`config.mk`:
```
export PLATFORM = sky130hd
export DESIGN_NAME = video_timing_gen_flat
export DESIGN_NICKNAME = d
export VERILOG_FILES = /design/src/rtl/video_timing_gen_if.sv /design/src/rtl/video_timing_gen.sv /design/src/flat_wrapper.sv
export SDC_FILE = /design/constraint.sdc
export NUM_CORES = 1
export LEC_CHECK = 0
export BUFFER_PORTS_ARGS = -buffer_cell sky130_fd_sc_hd__buf_4
export CORE_ASPECT_RATIO = 1.1
export CORE_MARGIN = 2
export CORE_UTILIZATION = 45
export DETAILED_ROUTE_END_ITERATION = 10
export GPL_ROUTABILITY_DRIVEN = 0
export HOLD_SLACK_MARGIN = 0.06
export PLACE_DENSITY = 0.61
export SETUP_SLACK_MARGIN = 0.15
export SYNTH_ARGS = -nofsm -noshare
export SYNTH_HDL_FRONTEND = slang
export SYNTH_SLANG_ARGS = --single-unit
```
`constraint.sdc`:
```
create_clock -name i_clk -period 8.8 [get_ports i_clk]
set_input_delay 1.32 -clock i_clk [delete_from_list [all_inputs] [get_ports i_clk]]
set_output_delay 1.32 -clock i_clk [all_outputs]
set_load 0.1 [all_outputs]
```
`src/rtl/video_timing_gen_if.sv`:
```
// Timing-configuration port of video_timing_gen.
// Handshake: the master holds i_cfg_valid and the payload (i_cfg_h, i_cfg_v,
// i_cfg_pol) stable until a rising clock edge sees i_cfg_valid && o_cfg_ready.
// That edge is the transfer. o_cfg_ready never depends on i_cfg_valid.
// The cycle after a transfer, o_cfg_err pulses if the payload was rejected,
// or o_cfg_pending rises if it was stored.
interface video_timing_gen_if #(
  parameter int H_W = 12,
  parameter int V_W = 11
);
  logic             i_cfg_valid;
  logic             o_cfg_ready;
  logic [4*H_W-1:0] i_cfg_h;
  logic [4*V_W-1:0] i_cfg_v;
  logic [1:0]       i_cfg_pol;
  logic             o_cfg_err;
  logic             o_cfg_pending;

  modport master (
    output i_cfg_valid, i_cfg_h, i_cfg_v, i_cfg_pol,
    input  o_cfg_ready, o_cfg_err, o_cfg_pending
  );

  modport slave (
    input  i_cfg_valid, i_cfg_h, i_cfg_v, i_cfg_pol,
    output o_cfg_ready, o_cfg_err, o_cfg_pending
  );
endinterface

```
`src/rtl/video_timing_gen.sv`:
```
// Raster timing generator for the DVI/HDMI transmit path.
// Free-running h/v counters produce sync, blank, position and frame/line
// markers, all registered one cycle after the counters. A new mode is
// captured into a shadow register through the cfg port. The shadow is
// swapped into the working timing only on the last pixel of a frame, so
// the output never shows a torn frame.
module video_timing_gen #(
  parameter int         H_W        = 12,
  parameter int         V_W        = 11,
  parameter int         DEF_H_ACT  = 1280,
  parameter int         DEF_H_FP   = 110,
  parameter int         DEF_H_SYNC = 40,
  parameter int         DEF_H_BP   = 220,
  parameter int         DEF_V_ACT  = 720,
  parameter int         DEF_V_FP   = 5,
  parameter int         DEF_V_SYNC = 5,
  parameter int         DEF_V_BP   = 20,
  parameter logic [1:0] DEF_POL    = 2'b11
) (
  input  logic               i_clk,
  input  logic               i_arst_n,
  input  logic               i_en,
  video_timing_gen_if.slave  cfg,
  output logic               o_hsync,
  output logic               o_vsync,
  output logic               o_blank,
  output logic [H_W-1:0]     o_x,
  output logic [V_W-1:0]     o_y,
  output logic               o_sof,
  output logic               o_eol
);

  // Field order matches the cfg bus: act in the MSBs, bp in the LSBs.
  typedef struct packed {
    logic [H_W-1:0] act;
    logic [H_W-1:0] fp;
    logic [H_W-1:0] sync;
    logic [H_W-1:0] bp;
  } h_tim_t;

  typedef struct packed {
    logic [V_W-1:0] act;
    logic [V_W-1:0] fp;
    logic [V_W-1:0] sync;
    logic [V_W-1:0] bp;
  } v_tim_t;

  // Totals need two extra bits so that four full-width fields cannot wrap.
  localparam int HX = H_W + 2;
  localparam int VX = V_W + 2;

  localparam h_tim_t H_DEF = '{act: H_W'(DEF_H_ACT), fp: H_W'(DEF_H_FP),
                               sync: H_W'(DEF_H_SYNC), bp: H_W'(DEF_H_BP)};
  localparam v_tim_t V_DEF = '{act: V_W'(DEF_V_ACT), fp: V_W'(DEF_V_FP),
                               sync: V_W'(DEF_V_SYNC), bp: V_W'(DEF_V_BP)};

  h_tim_t         h_wrk, h_shd, h_in;
  v_tim_t         v_wrk, v_shd, v_in;
  logic [1:0]     pol_wrk, pol_shd;
  logic           pending;
  logic           cfg_err;
  logic [H_W-1:0] h_cnt;
  logic [V_W-1:0] v_cnt;

  // Working-timing boundaries in widened arithmetic.
  logic [HX-1:0] h_hs_start, h_hs_end, h_tot, h_cnt_x;
  logic [VX-1:0] v_vs_start, v_vs_end, v_tot, v_cnt_x;
  logic          h_last, v_last, hs_act, vs_act, in_active, sof_c, eol_c;
  logic [HX-1:0] h_in_tot;
  logic [VX-1:0] v_in_tot;
  logic          accept, cfg_bad, apply;

  assign h_cnt_x    = {2'b00, h_cnt};
  assign v_cnt_x    = {2'b00, v_cnt};
  assign h_hs_start = HX'(h_wrk.act) + HX'(h_wrk.fp);
  assign h_hs_end   = h_hs_start + HX'(h_wrk.sync);
  assign h_tot      = h_hs_end + HX'(h_wrk.bp);
  assign v_vs_start = VX'(v_wrk.act) + VX'(v_wrk.fp);
  assign v_vs_end   = v_vs_start + VX'(v_wrk.sync);
  assign v_tot      = v_vs_end + VX'(v_wrk.bp);

  assign h_last    = (h_cnt_x == h_tot - HX'(1));
  assign v_last    = (v_cnt_x == v_tot - VX'(1));
  // v only moves when h wraps, so vsync naturally changes only at h=0.
  assign hs_act    = (h_cnt_x >= h_hs_start) && (h_cnt_x < h_hs_end);
  assign vs_act    = (v_cnt_x >= v_vs_start) && (v_cnt_x < v_vs_end);
  assign in_active = (h_cnt < h_wrk.act) && (v_cnt < v_wrk.act);
  assign sof_c     = (h_cnt == '0) && (v_cnt == '0);
  assign eol_c     = (h_cnt == h_wrk.act - H_W'(1)) && (v_cnt < v_wrk.act);

  // Incoming request validation: zero act/sync or a total that would not
  // fit the counter is refused.
  assign h_in     = h_tim_t'(cfg.i_cfg_h);
  assign v_in     = v_tim_t'(cfg.i_cfg_v);
  assign h_in_tot = HX'(h_in.act) + HX'(h_in.fp) + HX'(h_in.sync) + HX'(h_in.bp);
  assign v_in_tot = VX'(v_in.act) + VX'(v_in.fp) + VX'(v_in.sync) + VX'(v_in.bp);
  assign cfg_bad  = (h_in.act == '0) || (h_in.sync == '0) ||
                    (v_in.act == '0) || (v_in.sync == '0) ||
                    (h_in_tot > HX'(1 << H_W)) || (v_in_tot > VX'(1 << V_W));

  // Ready is low while pending, so accept and apply can never coincide.
  assign accept = cfg.i_cfg_valid && !pending;
  assign apply  = i_en && pending && h_last && v_last;

  assign cfg.o_cfg_ready   = !pending;
  assign cfg.o_cfg_pending = pending;
  assign cfg.o_cfg_err     = cfg_err;

  // Shadow capture, frame-boundary apply and the reject pulse.
  always_ff @(posedge i_clk or negedge i_arst_n) begin
    if (!i_arst_n) begin
      h_wrk   <= H_DEF;
      v_wrk   <= V_DEF;
      pol_wrk <= DEF_POL;
      h_shd   <= H_DEF;
      v_shd   <= V_DEF;
      pol_shd <= DEF_POL;
      pending <= 1'b0;
      cfg_err <= 1'b0;
    end else begin
      cfg_err <= accept && cfg_bad;
      if (accept && !cfg_bad) begin
        h_shd   <= h_in;
        v_shd   <= v_in;
        pol_shd <= cfg.i_cfg_pol;
        pending <= 1'b1;
      end else if (apply) begin
        h_wrk   <= h_shd;
        v_wrk   <= v_shd;
        pol_wrk <= pol_shd;
        pending <= 1'b0;
      end
    end
  end

  // Raster counters; they hold while disabled and wrap at the working totals.
  always_ff @(posedge i_clk or negedge i_arst_n) begin
    if (!i_arst_n) begin
      h_cnt <= '0;
      v_cnt <= '0;
    end else if (i_en) begin
      if (h_last) begin
        h_cnt <= '0;
        v_cnt <= v_last ? '0 : v_cnt + V_W'(1);
      end else begin
        h_cnt <= h_cnt + H_W'(1);
      end
    end
  end

  // Registered video outputs, one cycle behind the counters.
  always_ff @(posedge i_clk or negedge i_arst_n) begin
    if (!i_arst_n) begin
      o_hsync <= ~DEF_POL[0];
      o_vsync <= ~DEF_POL[1];
      o_blank <= 1'b1;
      o_x     <= '0;
      o_y     <= '0;
      o_sof   <= 1'b0;
      o_eol   <= 1'b0;
    end else begin
      o_x <= h_cnt;
      o_y <= v_cnt;
      if (i_en) begin
        o_hsync <= hs_act ? pol_wrk[0] : ~pol_wrk[0];
        o_vsync <= vs_act ? pol_wrk[1] : ~pol_wrk[1];
        o_blank <= !in_active;
        o_sof   <= sof_c;
        o_eol   <= eol_c;
      end else begin
        o_hsync <= ~pol_wrk[0];
        o_vsync <= ~pol_wrk[1];
        o_blank <= 1'b1;
        o_sof   <= 1'b0;
        o_eol   <= 1'b0;
      end
    end
  end

endmodule

```
`src/flat_wrapper.sv`:
```
// flat-port wrapper written by rule: the top's interface ports become plain ports
module video_timing_gen_flat 
#(
  parameter int         H_W        = 12,
  parameter int         V_W        = 11,
  parameter int         DEF_H_ACT  = 1280,
  parameter int         DEF_H_FP   = 110,
  parameter int         DEF_H_SYNC = 40,
  parameter int         DEF_H_BP   = 220,
  parameter int         DEF_V_ACT  = 720,
  parameter int         DEF_V_FP   = 5,
  parameter int         DEF_V_SYNC = 5,
  parameter int         DEF_V_BP   = 20,
  parameter logic [1:0] DEF_POL    = 2'b11
)
  (i_clk, i_arst_n, i_en, o_hsync, o_vsync, o_blank, o_x, o_y, o_sof, o_eol, cfg_i_cfg_valid, cfg_i_cfg_h, cfg_i_cfg_v, cfg_i_cfg_pol, cfg_o_cfg_ready, cfg_o_cfg_err, cfg_o_cfg_pending);
  video_timing_gen_if #(.H_W(H_W), .V_W(V_W)) cfg_i ();
  input  logic i_clk;
  input  logic i_arst_n;
  input  logic i_en;
  output logic o_hsync;
  output logic o_vsync;
  output logic o_blank;
  output logic [H_W-1:0] o_x;
  output logic [V_W-1:0] o_y;
  output logic o_sof;
  output logic o_eol;
  input wire logic [$bits(cfg_i.i_cfg_valid)-1:0] cfg_i_cfg_valid;
  input wire logic [$bits(cfg_i.i_cfg_h)-1:0] cfg_i_cfg_h;
  input wire logic [$bits(cfg_i.i_cfg_v)-1:0] cfg_i_cfg_v;
  input wire logic [$bits(cfg_i.i_cfg_pol)-1:0] cfg_i_cfg_pol;
  output wire logic [$bits(cfg_i.o_cfg_ready)-1:0] cfg_o_cfg_ready;
  output wire logic [$bits(cfg_i.o_cfg_err)-1:0] cfg_o_cfg_err;
  output wire logic [$bits(cfg_i.o_cfg_pending)-1:0] cfg_o_cfg_pending;
  assign cfg_i.i_cfg_valid = cfg_i_cfg_valid;
  assign cfg_i.i_cfg_h = cfg_i_cfg_h;
  assign cfg_i.i_cfg_v = cfg_i_cfg_v;
  assign cfg_i.i_cfg_pol = cfg_i_cfg_pol;
  assign cfg_o_cfg_ready = cfg_i.o_cfg_ready;
  assign cfg_o_cfg_err = cfg_i.o_cfg_err;
  assign cfg_o_cfg_pending = cfg_i.o_cfg_pending;
  video_timing_gen #(.H_W(H_W), .V_W(V_W), .DEF_H_ACT(DEF_H_ACT), .DEF_H_FP(DEF_H_FP), .DEF_H_SYNC(DEF_H_SYNC), .DEF_H_BP(DEF_H_BP), .DEF_V_ACT(DEF_V_ACT), .DEF_V_FP(DEF_V_FP), .DEF_V_SYNC(DEF_V_SYNC), .DEF_V_BP(DEF_V_BP), .DEF_POL(DEF_POL)) u_core (.i_clk(i_clk), .i_arst_n(i_arst_n), .i_en(i_en), .cfg(cfg_i), .o_hsync(o_hsync), .o_vsync(o_vsync), .o_blank(o_blank), .o_x(o_x), .o_y(o_y), .o_sof(o_sof), .o_eol(o_eol));
endmodule
```
**After elaboration in Yosys (flattened, before gate mapping)**

Cells that the tools add are included.

- Output and inout bits: 31
- Logic and storage cells: 99
- Register bits after elaboration: 241
- Input port bits: 98

- Multiplexer cells: 11
- Order comparisons: 8
- Reduce and logical (&&, ||, !) cells: 28
- Add/subtract/negate cells: 17
- Eq/ne operators: 3
- Bitwise logic cells: 3

Operators with widths:

| cell | count |
|---|---|
| $add 14x12->14 | 4 |
| $add 13x11->13 | 4 |
| $logic_not 12->1 | 3 |
| $logic_not 11->1 | 3 |
| $add 12x12->13 | 2 |
| $add 11x11->12 | 2 |
| $eq 12x14->1 | 1 |
| $ge 12x14->1 | 1 |
| $gt 14x13->1 const B | 1 |
| $lt 12x14->1 | 1 |
| $sub 14x1->14 const B | 1 |
| $eq 11x13->1 | 1 |
| $ge 11x13->1 | 1 |
| $gt 13x12->1 const B | 1 |
| $lt 11x13->1 | 1 |
| $sub 13x1->13 const B | 1 |
| $add 12x1->12 const B | 1 |
| $eq 12x12->1 | 1 |
| $lt 12x12->1 | 1 |
| $mux 12 | 1 |
| $sub 12x1->12 const B | 1 |
| $add 11x1->11 const B | 1 |
| $logic_and 1x1->1 | 11 |
| $lt 11x11->1 | 1 |
| other kinds (7) | 24 |

**Logic depth before layout (Yosys ltp)**

- Word-level depth: 10
- Depth in mapped cells: 31
- Depth with buffers taken out: 30

**Worst setup path after synthesis**

OpenSTA, ideal clock, no wires.

- Path type: input to register
- Start: input cfg_i_cfg_h[25]
- End: register u_core.v_shd[0] in the netlist's numbering
- Library setup time: 0.128 ns
- Stages on the path: 22
- Data arrival time: 6.281 ns
- Setup slack: 2.391 ns
- Required time: 8.672 ns
- Path buffers: 2
- Cell sequence: ha_1 > a21o_1 > a21oi_1 > nor2b_1 > o21a_1 > o311a_1 > o21a_1 > o21a_1 > o41a_1 > xnor2_1 > fa_1 > inv_1 > ha_1 > inv_1 > a2111oi_0 > nand3_1 > or4b_1 > o41ai_2 > nand4_1 > buf_4 > buf_4 > mux2_1

- Word-level cells in the longest chain between the ends: 8

RTL lines:

| item | RTL line | text |
|---|---|---|
| start: declaration | flat_wrapper.sv:29 | `input wire logic [$bits(cfg_i.i_cfg_h)-1:0] cfg_i_cfg_h;` |
| $add 12x12->13 | video_timing_gen.sv:95 | `assign h_in_tot = HX'(h_in.act) + HX'(h_in.fp) + HX'(h_in.sync) + HX'(h_in.bp);` |
| $add 14x12->14 (2 in series) | video_timing_gen.sv:95 |  |
| $gt 14x13->1 | video_timing_gen.sv:99 | `(h_in_tot > HX'(1 << H_W)) \|\| (v_in_tot > VX'(1 << V_W));` |
| $logic_or 1x1->1 | video_timing_gen.sv:98 | `(v_in.act == '0) \|\| (v_in.sync == '0) \|\|` |
| $logic_or 1x1->1 | video_timing_gen.sv:99 |  |
| $logic_not 1->1 | video_timing_gen.sv:122 | `if (accept && !cfg_bad) begin` |
| $logic_and 1x1->1 | video_timing_gen.sv:122 |  |
| end signal: assignment | video_timing_gen.sv:124 | `v_shd <= v_in;` |
| end: declaration | video_timing_gen.sv:58 | `v_tim_t v_wrk, v_shd, v_in;` |

No other way between the ends.
A chain may end at the register's enable or synchronous reset.

**Final worst setup path**

- Start: register u_core.h_wrk[25] in the netlist's numbering
- End: register u_core.v_wrk[0] in the netlist's numbering

- Word-level cells in the longest chain between the ends: 8

RTL lines:

| item | RTL line | text |
|---|---|---|
| start: declaration | video_timing_gen.sv:57 | `h_tim_t h_wrk, h_shd, h_in;` |
| start signal: assignment | video_timing_gen.sv:128 | `h_wrk <= h_shd;` |
| $add 12x12->13 | video_timing_gen.sv:75 | `assign h_hs_start = HX'(h_wrk.act) + HX'(h_wrk.fp);` |
| $add 14x12->14 | video_timing_gen.sv:76 | `assign h_hs_end = h_hs_start + HX'(h_wrk.sync);` |
| $add 14x12->14 | video_timing_gen.sv:77 | `assign h_tot = h_hs_end + HX'(h_wrk.bp);` |
| $sub 14x1->14 | video_timing_gen.sv:82 | `assign h_last = (h_cnt_x == h_tot - HX'(1));` |
| $eq 12x14->1 | video_timing_gen.sv:82 |  |
| $logic_and 1x1->1 (2 in series) | video_timing_gen.sv:103 | `assign apply = i_en && pending && h_last && v_last;` |
| $reduce_and 2->1 (no line) | -- |  |
| end signal: assignment | video_timing_gen.sv:129 | `v_wrk <= v_shd;` |
| end: declaration | video_timing_gen.sv:58 |  |

No other way between the ends.

==> flow_summary.yaml <==
timing:
  rsz0062_at_grt: "no"
  finalCritPeriodShare: 0.854
  fmax_mhz: 133
  tns_ns: 0
  final.setup.worst_slack_ns: 1.28
  slew_headroom: 0.356
  hold_viol: 0
  slew_violations: 0
  setup_viol: 0
  fin_crit_ns: 7.52
  skew_ns: 0.0152
  tightest_slew_ns: 0.967
final_layout:
  final_nets: 2174
  final_common_cell: "inv_1"
  instances_no_fill: 2354
  fin_util: 0.518
  syn_to_final_growth_pct: 13.5
  final_cell_mix: "inv_1, ha_1, dfrtp_1, mux2_2, buf_4"
  antennaDiodeCount: 0
  drive_above_1_share: 0.206
critical_path:
  path_class: "flop to flop"
  worst_path_max_delay_cell: "and4bb_4"
  r2r_slack_ns: 1.28
  arrival_ns: 7.93
  crit_required_ns: 9.22
  cp-end-kind: "flop"
  worstReg2RegStart: "u_core.h_wrk[25]"
  crit_end: "u_core.v_wrk[0]"
  r2r_cells: 27
  worst_path_most_repeated_cell: "ha_1"
  crit_fanout: 43
  cp_slowest_stage_delay_ns: 0.80
  cp-start-kind: "flop"
  critPathLaunch: "u_core.h_wrk[25]"
  r2r_end: "u_core.v_wrk[0]"
flow_run:
  maxCapViolations: 0
synthesis:
  synth_warnings: 0
  netlist_instances: 1708
  synth_edf_count: 0
  ys_types: 65
  synthFlopType: "dfrtp_1"
  yosys.area.top_type_share: 0.271
  ys_ff_latch: 241
  syn_nets: 2048
  synth_area_per_cell_um2: 10.2
  synth-async-reset-ratio: 1.00
  yosysSeqAreaShare: 0.351
  synthesis.area_um2: 17400
  synth_area_leader_cell: "dfrtp_1"
  yosys-top-cells-area: "dfrtp_1, ha_1, mux2_2"
clock_tree:
  path_clk_slew_ns: 0.06
  numCtsBuffers: 26
  clock_tree.buffer_depth: 3
  hold_buffers: 0
  tritoncts: "yes"
  cts_num_sinks: 241
  clk_latency_ns: 0.54
  cts_setup_buffers: 0
  cts-resized-gates: 0
  htreeDepth: 1
  root_buffer: "clkbuf_16"
worst_hold_path:
  hold_path.class: "flop to flop"
global_routing:
  grt_usage: 0.204
  grt_pass1_vias: 12600
  grt_remaining_overflow: 0
  grt_max_degree: 100
  grt_antenna_before_repair: 0
  grt_first_pass_wirelength_um: 65600
floorplanning:
  rows: 75
  initial_utilization: 0.456
  die_x_um: 191
  dieArea_um2: 40200
  coreArea_um2: 38100
  die_height_um: 210
  io-pin-count: 129
drt:
  viasPerCell: 5.32
  postRouteWirelength_um: 40300
  first_pass_iters: 4
  drtAntennaViolNets: 0
  drt_iter0_markers: 719
  routedWlPerCell_um: 17.1
  dr_total_vias: 12500
  drc: 0
pwr:
  p_total_mw: 3.29
  p_per_area_nw_per_um2: 167
  peakVddDrop_mv: 0.127
  p_leak_nw: 9.74
placement:
  dp_hpwl_um: 32200
  io_buffer_count: 128
  preCtsSetupSlack_ns: 1.35
  placedCellCount: 2306
run_status:
  status: "finished, final reports clean"
==> state kept, by name, summed over array words and instances, names as in the netlist, 11 cells and up <==
signal	count
u_core.h_shd	48
u_core.h_wrk	48
u_core.v_shd	44
u_core.v_wrk	44
u_core.h_cnt	12
u_core.o_x	12
u_core.o_y	11
u_core.v_cnt	11
==> cells in the mapped netlist (all sizes together) (4+ instances only) <==
cell / number
o211ai: 4
xnor2: 74
a211oi: 10
mux2i: 7
a21o: 29
dfrtp: 188
nor4: 23
buf: 21
nor3b: 4
or3: 12
and3: 10
nor2: 65
o21ai: 68
o21bai: 20
nand2b: 28
nand4: 13
o22ai: 6
nand3: 27
o31ai: 11
a21boi: 5
a21oi: 91
nand2: 50
fa: 33
inv: 253
ha: 209
a2111oi: 5
nor3: 26
or2: 10
xor2: 49
o41ai: 5
clkbuf: 16
a2bb2oi: 9
mux2: 188
and2: 8
o21a: 16
dfstp: 53
o2111ai: 4
nor2b: 13
a31oi: 11
==> critical path, delay by kind of cell (launching register included) <==
kind | cells | cell delay, ns
compound gates | 10 | 2.50
simple gates | 8 | 1.98
fa+ha+maj | 4 | 1.40
flops | 1 | 0.54
buf+inv | 3 | 0.42
mux | 1 | 0.37
xor+xnor | 1 | 0.13
==> routing by layer <==
metal,share of wire,track usage,vias up
met5,0,0,-
met4,0.019,0.0499,0
met3,0.032,0.0178,54
met2,0.44,0.319,217
met1,0.51,0.306,6081
li1,-,-,6183
==> logic make-up after synthesis <==
| kind of cell | Yosys count | share of synthesized area |
|---|---|---|
| adders and majority gates | 243 | 0.189 |
| DFF | 241 | 0.351 |
| and+or+nand+nor | 300 | 0.0896 |
| buffers and inverters | 290 | 0.0657 |
| AOI/OAI and AO/OA | 316 | 0.117 |
| xor gates and xnor gates | 123 | 0.0620 |
| muxes | 195 | 0.126 |
==> metrics by stage <==
step / hold slack (ns) / instance area, um^2
2_1_floorplan: 0.425 / 17400
3_3_place_gp: 0.472 / 18800
3_5_place_dp: 0.480 / 18800
4_1_cts: 0.494 / 19700
5_1_grt: 0.506 / 19700
6_report: 0.490 / 19700
==> how the worst min path moves through the flow <==
stage	start	end	slack [ns]	cells after the start
4_1_cts	u_core.v_shd[38]	u_core.v_shd[38]	0.49	1
6_report	u_core.v_shd[38]	u_core.v_shd[38]	0.49	1
5_1_grt	u_core.v_shd[27]	u_core.v_shd[27]	0.51	1
2_1_floorplan	u_core.h_cnt[6]	u_core.o_x[6]	0.42	0
3_5_place_dp	u_core.v_shd[38]	u_core.v_shd[38]	0.48	1
3_3_place_gp	u_core.v_shd[41]	u_core.v_shd[41]	0.47	1
==> cell type report <==
class | count | area (um^2)
fill | 3497 | 18400
multi-input combinational | 1177 | 10100
sequential | 241 | 6100
timing repair buffer | 135 | 1030
inverter | 253 | 950
clock buffer | 40 | 774
tap | 500 | 626
clock inverter | 8 | 96.3
==> where the power goes <==
group,total [mW],internal [mW],switching [mW]
Clock,1.11,0.663,0.446
Combinational,0.890,0.365,0.525
Sequential,1.29,1.20,0.0972
Total,3.29,2.22,1.07
Note: power is estimated with default switching activity, not from simulation.
